**config.mk**
```make
export PLATFORM = sky130hd
export DESIGN_NAME = cycle_sequencer
export DESIGN_NICKNAME = d
export VERILOG_FILES = /design/src/rtl/nandy_seq_defs.sv /design/src/rtl/sync_ff.sv /design/src/rtl/cycle_sequencer.sv
export SDC_FILE = /design/constraint.sdc
export NUM_CORES = 1
export LEC_CHECK = 0
export BUFFER_PORTS_ARGS = -buffer_cell sky130_fd_sc_hd__buf_2
export CELL_PAD_IN_SITES_DETAIL_PLACEMENT = 0
export CELL_PAD_IN_SITES_GLOBAL_PLACEMENT = 1
export CORE_MARGIN = 3
export CORE_UTILIZATION = 33
export CTS_CLUSTER_DIAMETER = 40
export CTS_CLUSTER_SIZE = 25
export DETAILED_ROUTE_END_ITERATION = 8
export HOLD_SLACK_MARGIN = 0.1
export PLACE_DENSITY_LB_ADDON = 0.15
export SYNTH_ARGS = -nofsm -noshare
export SYNTH_HDL_FRONTEND = slang
export SYNTH_SLANG_ARGS = --single-unit
```
**constraint.sdc**
```tcl
create_clock -name clk -period 1.5 [get_ports clk]
set_input_delay 0.15 -clock clk [delete_from_list [all_inputs] [get_ports clk]]
set_output_delay 0.15 -clock clk [all_outputs]
set_load 0.01 [all_outputs]
```
**src/rtl/nandy_seq_defs.sv**
```systemverilog
// Shared definitions for the cycle sequencer: state encodings and
// fixed instruction values.
package nandy_seq_defs;

    typedef enum logic [1:0] {
        ST_FETCH = 2'd0,
        ST_EXEC0 = 2'd1,
        ST_EXEC1 = 2'd2,
        ST_INTR  = 2'd3
    } seq_state_t;

    localparam logic [7:0] INT_VEC_DEFAULT = 8'hF0;
    localparam logic [7:0] INST_RESET      = 8'h00;

endpackage

```
**src/rtl/sync_ff.sv**
```systemverilog
// Multi-stage synchronizer for a single asynchronous level input.
// STAGES flops deep (1..3); all stages clear on rst.
module sync_ff #(
    parameter int STAGES = 2
) (
    input  logic clk,
    input  logic rst,
    input  logic d_i,
    output logic q_o
);

    logic [STAGES-1:0] sync_q;

    // Shift the asynchronous level through the synchronizer chain.
    always_ff @(posedge clk or posedge rst) begin
        if (rst) begin
            sync_q <= '0;
        end else begin
            sync_q[0] <= d_i;
            for (int i = 1; i < STAGES; i++) begin
                sync_q[i] <= sync_q[i-1];
            end
        end
    end

    assign q_o = sync_q[STAGES-1];

endmodule

```
**src/rtl/cycle_sequencer.sv**
```systemverilog
// Instruction fetch/execute sequencer feeding the combinational control
// decoder. Handles memory wait states, the interrupt-enable flag and
// injection of the interrupt instruction between instructions.
// Optional single-step mode: define SEQ_SINGLE_STEP_EN to add the
// step input and halted output.
module cycle_sequencer
    import nandy_seq_defs::*;
#(
    parameter logic [7:0] INT_VEC     = INT_VEC_DEFAULT,
    parameter int         SYNC_STAGES = 2
) (
    input  logic       clk,
    input  logic       rst,
    input  logic [7:0] inst_in,
    input  logic       mem_ready,
    input  logic       two_cycle,
    input  logic       mem_access,
    input  logic       cli,
    input  logic       sti,
    input  logic       irq,
`ifdef SEQ_SINGLE_STEP_EN
    input  logic       step,
    output logic       halted,
`endif
    output logic [7:0] inst,
    output logic       cycle,
    output logic       fetch_req,
    output logic       exec_en,
    output logic       pc_inc,
    output logic       int_ack,
    output logic       int_en
);

    seq_state_t state_q;
    logic [7:0] inst_q;
    logic       int_en_q;
    logic       irq_sync;
    logic       mem_stall;
    logic       in_exec;
    logic       eoi;
    logic       take_int;
    logic       fetch_ok;

    sync_ff #(
        .STAGES(SYNC_STAGES)
    ) u_irq_sync (
        .clk (clk),
        .rst (rst),
        .d_i (irq),
        .q_o (irq_sync)
    );

    assign mem_stall = mem_access && !mem_ready;
    assign in_exec   = (state_q == ST_EXEC0) || (state_q == ST_EXEC1);
    assign exec_en   = in_exec && !mem_stall;
    assign eoi       = exec_en && ((state_q == ST_EXEC1) || !two_cycle);
    // Interrupt decision uses the flag as it stood before this clock's cli/sti.
    assign take_int  = irq_sync && int_en_q;

`ifdef SEQ_SINGLE_STEP_EN
    logic step_q;
    logic armed_q;
    logic armed_d;
    logic step_rise;

    assign step_rise = step && !step_q;
    // A step edge arriving on the EOI clock still arms the next fetch.
    assign armed_d   = step_rise ? 1'b1 : (eoi ? 1'b0 : armed_q);
    assign fetch_ok  = armed_q;
    assign halted    = (state_q == ST_FETCH) && !armed_q && !rst;

    // Track step edges and hold the fetch permission until the next EOI.
    always_ff @(posedge clk or posedge rst) begin
        if (rst) begin
            step_q  <= 1'b0;
            armed_q <= 1'b0;
        end else begin
            step_q  <= step;
            armed_q <= armed_d;
        end
    end
`else
    assign fetch_ok = 1'b1;
`endif

    // Main sequencing FSM: state, instruction register and interrupt enable.
    always_ff @(posedge clk or posedge rst) begin
        if (rst) begin
            state_q  <= ST_FETCH;
            inst_q   <= INST_RESET;
            int_en_q <= 1'b0;
        end else begin
            if (exec_en) begin
                if (cli) begin
                    int_en_q <= 1'b0;
                end else if (sti) begin
                    int_en_q <= 1'b1;
                end
            end
            case (state_q)
                ST_FETCH: begin
                    if (fetch_ok && mem_ready) begin
                        inst_q  <= inst_in;
                        state_q <= ST_EXEC0;
                    end
                end
                ST_EXEC0: begin
                    if (exec_en) begin
                        if (two_cycle) begin
                            state_q <= ST_EXEC1;
                        end else begin
                            state_q <= take_int ? ST_INTR : ST_FETCH;
                        end
                    end
                end
                ST_EXEC1: begin
                    if (exec_en) begin
                        state_q <= take_int ? ST_INTR : ST_FETCH;
                    end
                end
                ST_INTR: begin
                    inst_q   <= INT_VEC;
                    int_en_q <= 1'b0;
                    state_q  <= ST_EXEC0;
                end
                default: state_q <= ST_FETCH;
            endcase
        end
    end

    assign inst      = inst_q;
    assign int_en    = int_en_q;
    assign cycle     = (state_q == ST_EXEC1);
    assign int_ack   = (state_q == ST_INTR);
    assign fetch_req = (state_q == ST_FETCH) && fetch_ok && !rst;
    assign pc_inc    = eoi;

endmodule
```
Word-level counts from Yosys, hierarchy flattened --
Cells that the tools add are included.
Storage, ports and cells: register bits 13, input bits 16, output and inout bits 14, logic and storage cells 40
Cells by class: equality and inequality tests 6, muxes and demuxes 12, reduce and logical (&&, ||, !) cells 18
Operators by type and width (count):
- $pmux W8 S2 | 1
- $mux W2 | 5
- $mux W8 | 1
- $pmux W2 S4 | 1
- $logic_and A1 B1 Y1 | 5
- $eq A2 B2 Y1 const B | 2
- $logic_not A1 Y1 | 4
- $mux W1 | 4
- $ne A2 B2 Y1 const B | 2
- $reduce_and A2 Y1 | 2
- $reduce_bool A2 Y1 | 2
- $reduce_and A3 Y1 | 1
- $reduce_bool A3 Y1 | 1
- $eq A2 B1 Y1 const B | 1
- $logic_not A2 Y1 | 1
- $logic_or A1 B1 Y1 | 2
- $ne A2 B1 Y1 const B | 1

Longest topological paths before layout --
depth in word-level cells 6, gate-level depth with buffers 6, mapped depth without buffers 6

By module --
Synthesis repeated with hierarchy kept, for this count alone.
Unflattened totals: cell total of the unflattened synthesis 56, area, all modules 644.4 um2
Modules (own cells, without submodules):
- cycle_sequencer | instances 1, cells each 53, area each 590.6 um2, seq. area each 275.3 um2
- sync_ff | instances 1, cells each 3, area each 53.8 um2, seq. area each 50.0 um2

Least setup slack after synthesis --
Ideal clock, no wire load.
path type reg2reg, start point reg state_q[0], end point reg state_q[1], library setup time 0.130 ns, data arrival time 1.226 ns, data required time 1.370 ns, slack 0.144 ns, stages on the path, launching flop included 6, buffers on the path 0, period minus slack after synthesis 1.356 ns, cells stage by stage dfrtp_1 -> inv_1 -> ha_1 -> or2_2 -> a21oi_1 -> o22ai_1
On the way: word-level cells in the longest chain between the ends 5, elaborated cells between the ends (all ways) 11, classes of those cells eq/ne (6); mux (1); reduce/logical (4)
RTL lines:
- from (decl) | RTL line cycle_sequencer.sv:34 | seq_state_t state_q;
- from (signal assigned) | RTL line cycle_sequencer.sv:112 | state_q <= take_int ? ST_INTR : ST_FETCH;
- from (signal assigned) | RTL line cycle_sequencer.sv:118 | state_q <= take_int ? ST_INTR : ST_FETCH;
- $eq A2 B2 Y1 (*)
- named net cycle | RTL line cycle_sequencer.sv:26 | output logic cycle,
- $logic_or A1 B1 Y1 | RTL line cycle_sequencer.sv:54 | assign in_exec = (state_q == ST_EXEC0) || (state_q == ST_EXEC1);
- $logic_and A1 B1 Y1 | RTL line cycle_sequencer.sv:55 | assign exec_en = in_exec && !mem_stall;
- $ne A2 B2 Y1 (no line) or $ne A2 B1 Y1 (tied branches)
- $reduce_and A3 Y1 (no line)
The timed path passes the listed nets; every way through them passes the cells marked *. A chain may end at the register's enable or synchronous reset.

Worst setup path after layout --
start point reg state_q[0], end point out pc_inc
On the way: word-level cells in the longest chain between the ends 4, elaborated cells between the ends (all ways) 6, classes of those cells eq/ne (2); reduce/logical (4)
RTL lines:
- $eq A2 B1 Y1 or $eq A2 B2 Y1 (tied branches) | RTL line cycle_sequencer.sv:54, cycle_sequencer.sv:56
- $logic_or A1 B1 Y1 | RTL line cycle_sequencer.sv:54
- $logic_and A1 B1 Y1 | RTL line cycle_sequencer.sv:55
- $logic_and A1 B1 Y1 (*) | RTL line cycle_sequencer.sv:56 | assign eoi = exec_en && ((state_q == ST_EXEC1) || !two_cycle);
- to (decl) | RTL line cycle_sequencer.sv:29 | output logic pc_inc,
Every way passes the cells marked *; elsewhere a longest branch is shown, timed or not.

==> results.cfg <==
[worst_setup_path]
critPathLaunchType = flip-flop
cp.arrival_ps = 1300
critPathRequiredTime_ps = 1350
crit_path_end_kind = output port
critPathMaxFanout = 3
worst-setup-path-type = reg -> out

[logic_synthesis]
ys_seq_area_share_pct = 47.5
ys_ff_latch = 13
synth_edf_count = 0
synthArstFlopShare_pct = 100
syn-num-nets = 86
syn-instance-count = 66
yosysWarnings = 0
synth.area.top_cells = dfrtp_1 (48%), ha_1 (7.3%), nor2b_1 (5.5%), o32a_1 (4.4%), o21ai_0 (3.7%)
synth_ff_type = dfrtp_1
yosys.area.top_type_share_pct = 47.5
synth_cell_types = 24
yosysTopAreaCell = dfrtp_1
avgSynthCellArea_um2 = 10.4
netlist_area_um2 = 684

[power]
intPower_w = 0.00140
clkPwrFrac_pct = 9.1
switching_share_pct = 38.9
seq_power_share_pct = 25.8
leakage_nw = 0.513
power_density_nw_per_um2 = 2120
comb_power_share_pct = 65.1
ir_worst_vdd_v = 0.000954
p_sw_w = 0.000890

[routing]
wl_met1_um = 813
wl_met3_um = 128
vias = 682
drt_iter0_markers = 8
wl_met2_um = 802
wire_per_inst_um = 12.5
viasPerCell = 4.80
highest_layer = met4
route.detailed.drc = 0
detail-route-antenna-nets = 0
drt_pre_antenna_iters = 4
wirelength_mm = 1.78

[clock_network]
clk_pin_slew_ps = 80
clock_latency_ps = 270
clock-sinks = 13
cts_tree = yes
cts_max_level = 1
root_buffer = clkbuf_4
cts_buffer_depth = 2
cts_buffers = 3

[worst_hold_path]
min_path_type = in -> reg

[place]
gp_congestion = 0.850
port_buffers = 29
dp_hpwl_mm = 1.22
dpl_worst_slack_ps = 32.6

[sta]
fmax_mhz = 688
slew_headroom_pct = 68.3
setup_ws_ps = 47.1
worst-slew-pin-transition_ps = 475
rsz0062_at_grt = yes
setup_tns_ps = 0
setup_violations = 0
slew_viol_final = 0
clock_skew_ps = 8.15
hold_violations = 0
fin_crit_ps = 1450
finalCritPeriodShare_pct = 96.9

[floorplan]
rows = 15
chipWidth_um = 51.5
core_area_um2 = 1840
die_h_um = 51.5
initial_core_util_pct = 37.2
die_area_um2 = 2660
ios = 30

[finish]
syn_to_final_growth_pct = 57.6
drive_gt1_share_pct = 53.8
diodes = 0
fin_nets = 138

[global_route]
grt_util_all_layers_pct = 14.3
grt_max_degree = 14
antenna_found_initial = 0
grt_pass1_vias = 686
overflow = 0
grt_pass1_wl_mm = 2.87

[run]
maxCapViolCount = 0

[outcome]
status = complete, no violations
## flip-flops by register name, indices dropped and copies added (netlist names)
| signal | flops |
|---|---|
| u_irq_sync.sync_q | 2 |
| int_en | 1 |
| inst | 8 |
| state_q | 2 |
## cells in the mapped netlist, types with 2 or more instances
master / n
o21ai_0: 5
nor2b_1: 6
ha_1: 4
nor2_1: 4
o32a_1: 3
nand2_1: 4
buf_2: 2
dfrtp_1: 13
o22a_1: 2
inv_1: 4
nand2b_1: 2
a21oi_1: 2
a31oi_1: 3
o211ai_1: 2
## kinds of logic (layout without fill, tap and decap cells)
group                      after synthesis  count (layout)  synth area share (%)
AOI/OAI and AO/OA                       23              23                  24.5
and+or+nand+nor                         19              19                  16.3
buffers and inverters                    7              58                  4.39
adders and majority gates                4               4                  7.31
DFF                                     13              13                  47.5
## placed cells by master (no fill, tap or decap), drive strengths merged
cell type | synthesis | layout
dfrtp | 13 | 13
clkinv | 1 | 1
ha | 4 | 4
clkbuf | 0 | 4
a211oi | 1 | 1
inv | 4 | 4
dlygate4sd3 | 0 | 3
nand2b | 3 | 3
nor2b | 6 | 6
o22a | 2 | 2
o2111ai | 1 | 1
nand2 | 5 | 5
o21a | 1 | 1
nor2 | 4 | 4
a31oi | 3 | 3
or2 | 1 | 1
a22oi | 1 | 1
buf | 2 | 46
o22ai | 1 | 1
o211ai | 2 | 2
o32a | 3 | 3
o21ai | 5 | 5
a21oi | 3 | 3
## repair_timing
action / CTS / global route
endpoints found under the setup margin: 4 / 6
gates resized for setup: 6 / 6
endpoints found under the hold margin: 15 / 0
pin swaps: 0 / 5
hold buffers: 3 / 0
setup buffers: 3 / 11
## worst max-delay path: stages, from the launching register on
cell     delay [ps]
dfrtp_1         390
inv_2            70
ha_4            280
nand2_4          60
a21oi_2         100
buf_2           140
## power by group through the flow
| stage | clock network (W) | registers, W | logic (W) |
|---|---|---|---|
| 3_5_place_dp | 0 | 0.000601 | 0.00105 |
| 3_3_place_gp | 0 | 0.000593 | 0.00104 |
| 4_1_cts | 0.000220 | 0.000587 | 0.00121 |
| 2_1_floorplan | 0 | 0.000644 | 0.000653 |
| 6_report | 0.000208 | 0.000591 | 0.00149 |
| 5_1_grt | 0.000241 | 0.000616 | 0.00164 |
## routing by layer
metal | global-route usage, % | up-vias
li1 | - | 337
met1 | 17.6 | 315
met2 | 23.3 | 26
met3 | 4.87 | 4
met4 | 5.24 | 0
met5 | 0 | -
## path summary, 6_finish.rpt
check	from	slack (ps)	end	cells past startpoint
max in group asynchronous	rst	720	int_en	3
min in group asynchronous	rst	440	state_q[1]	3
worst max register to register	state_q[1]	70	state_q[0]	7
worst min register to register	u_irq_sync.sync_q[0]	350	u_irq_sync.sync_q[1]	0
worst max-delay path	state_q[0]	50	pc_inc	5
worst min-delay path	inst_in[5]	120	inst[5]	2
## per-stage QoR
stage | cells | hold slack, ps | utilization, % | power [W] | cell area [um2]
floorplan | 66 | 27.0 | - | 0.00130 | 684
finish | 142 | 124 | 58.6 | 0.00229 | 1080
detailed placement | 121 | 205 | 47.5 | 0.00165 | 873
global placement | 121 | 214 | 47.5 | 0.00164 | 873
global route | 142 | 115 | 58.6 | 0.00249 | 1080
CTS | 131 | 115 | 53.1 | 0.00202 | 977
## area by class of cell
class | instances | area, um2
timing repair buffer | 49 | 307
tap | 25 | 31.3
fill | 179 | 761
sequential | 13 | 325
inverter | 5 | 20.0
multi-input combinational | 46 | 369
clock buffer | 4 | 26.3
Power figures use the tool's default switching activity.
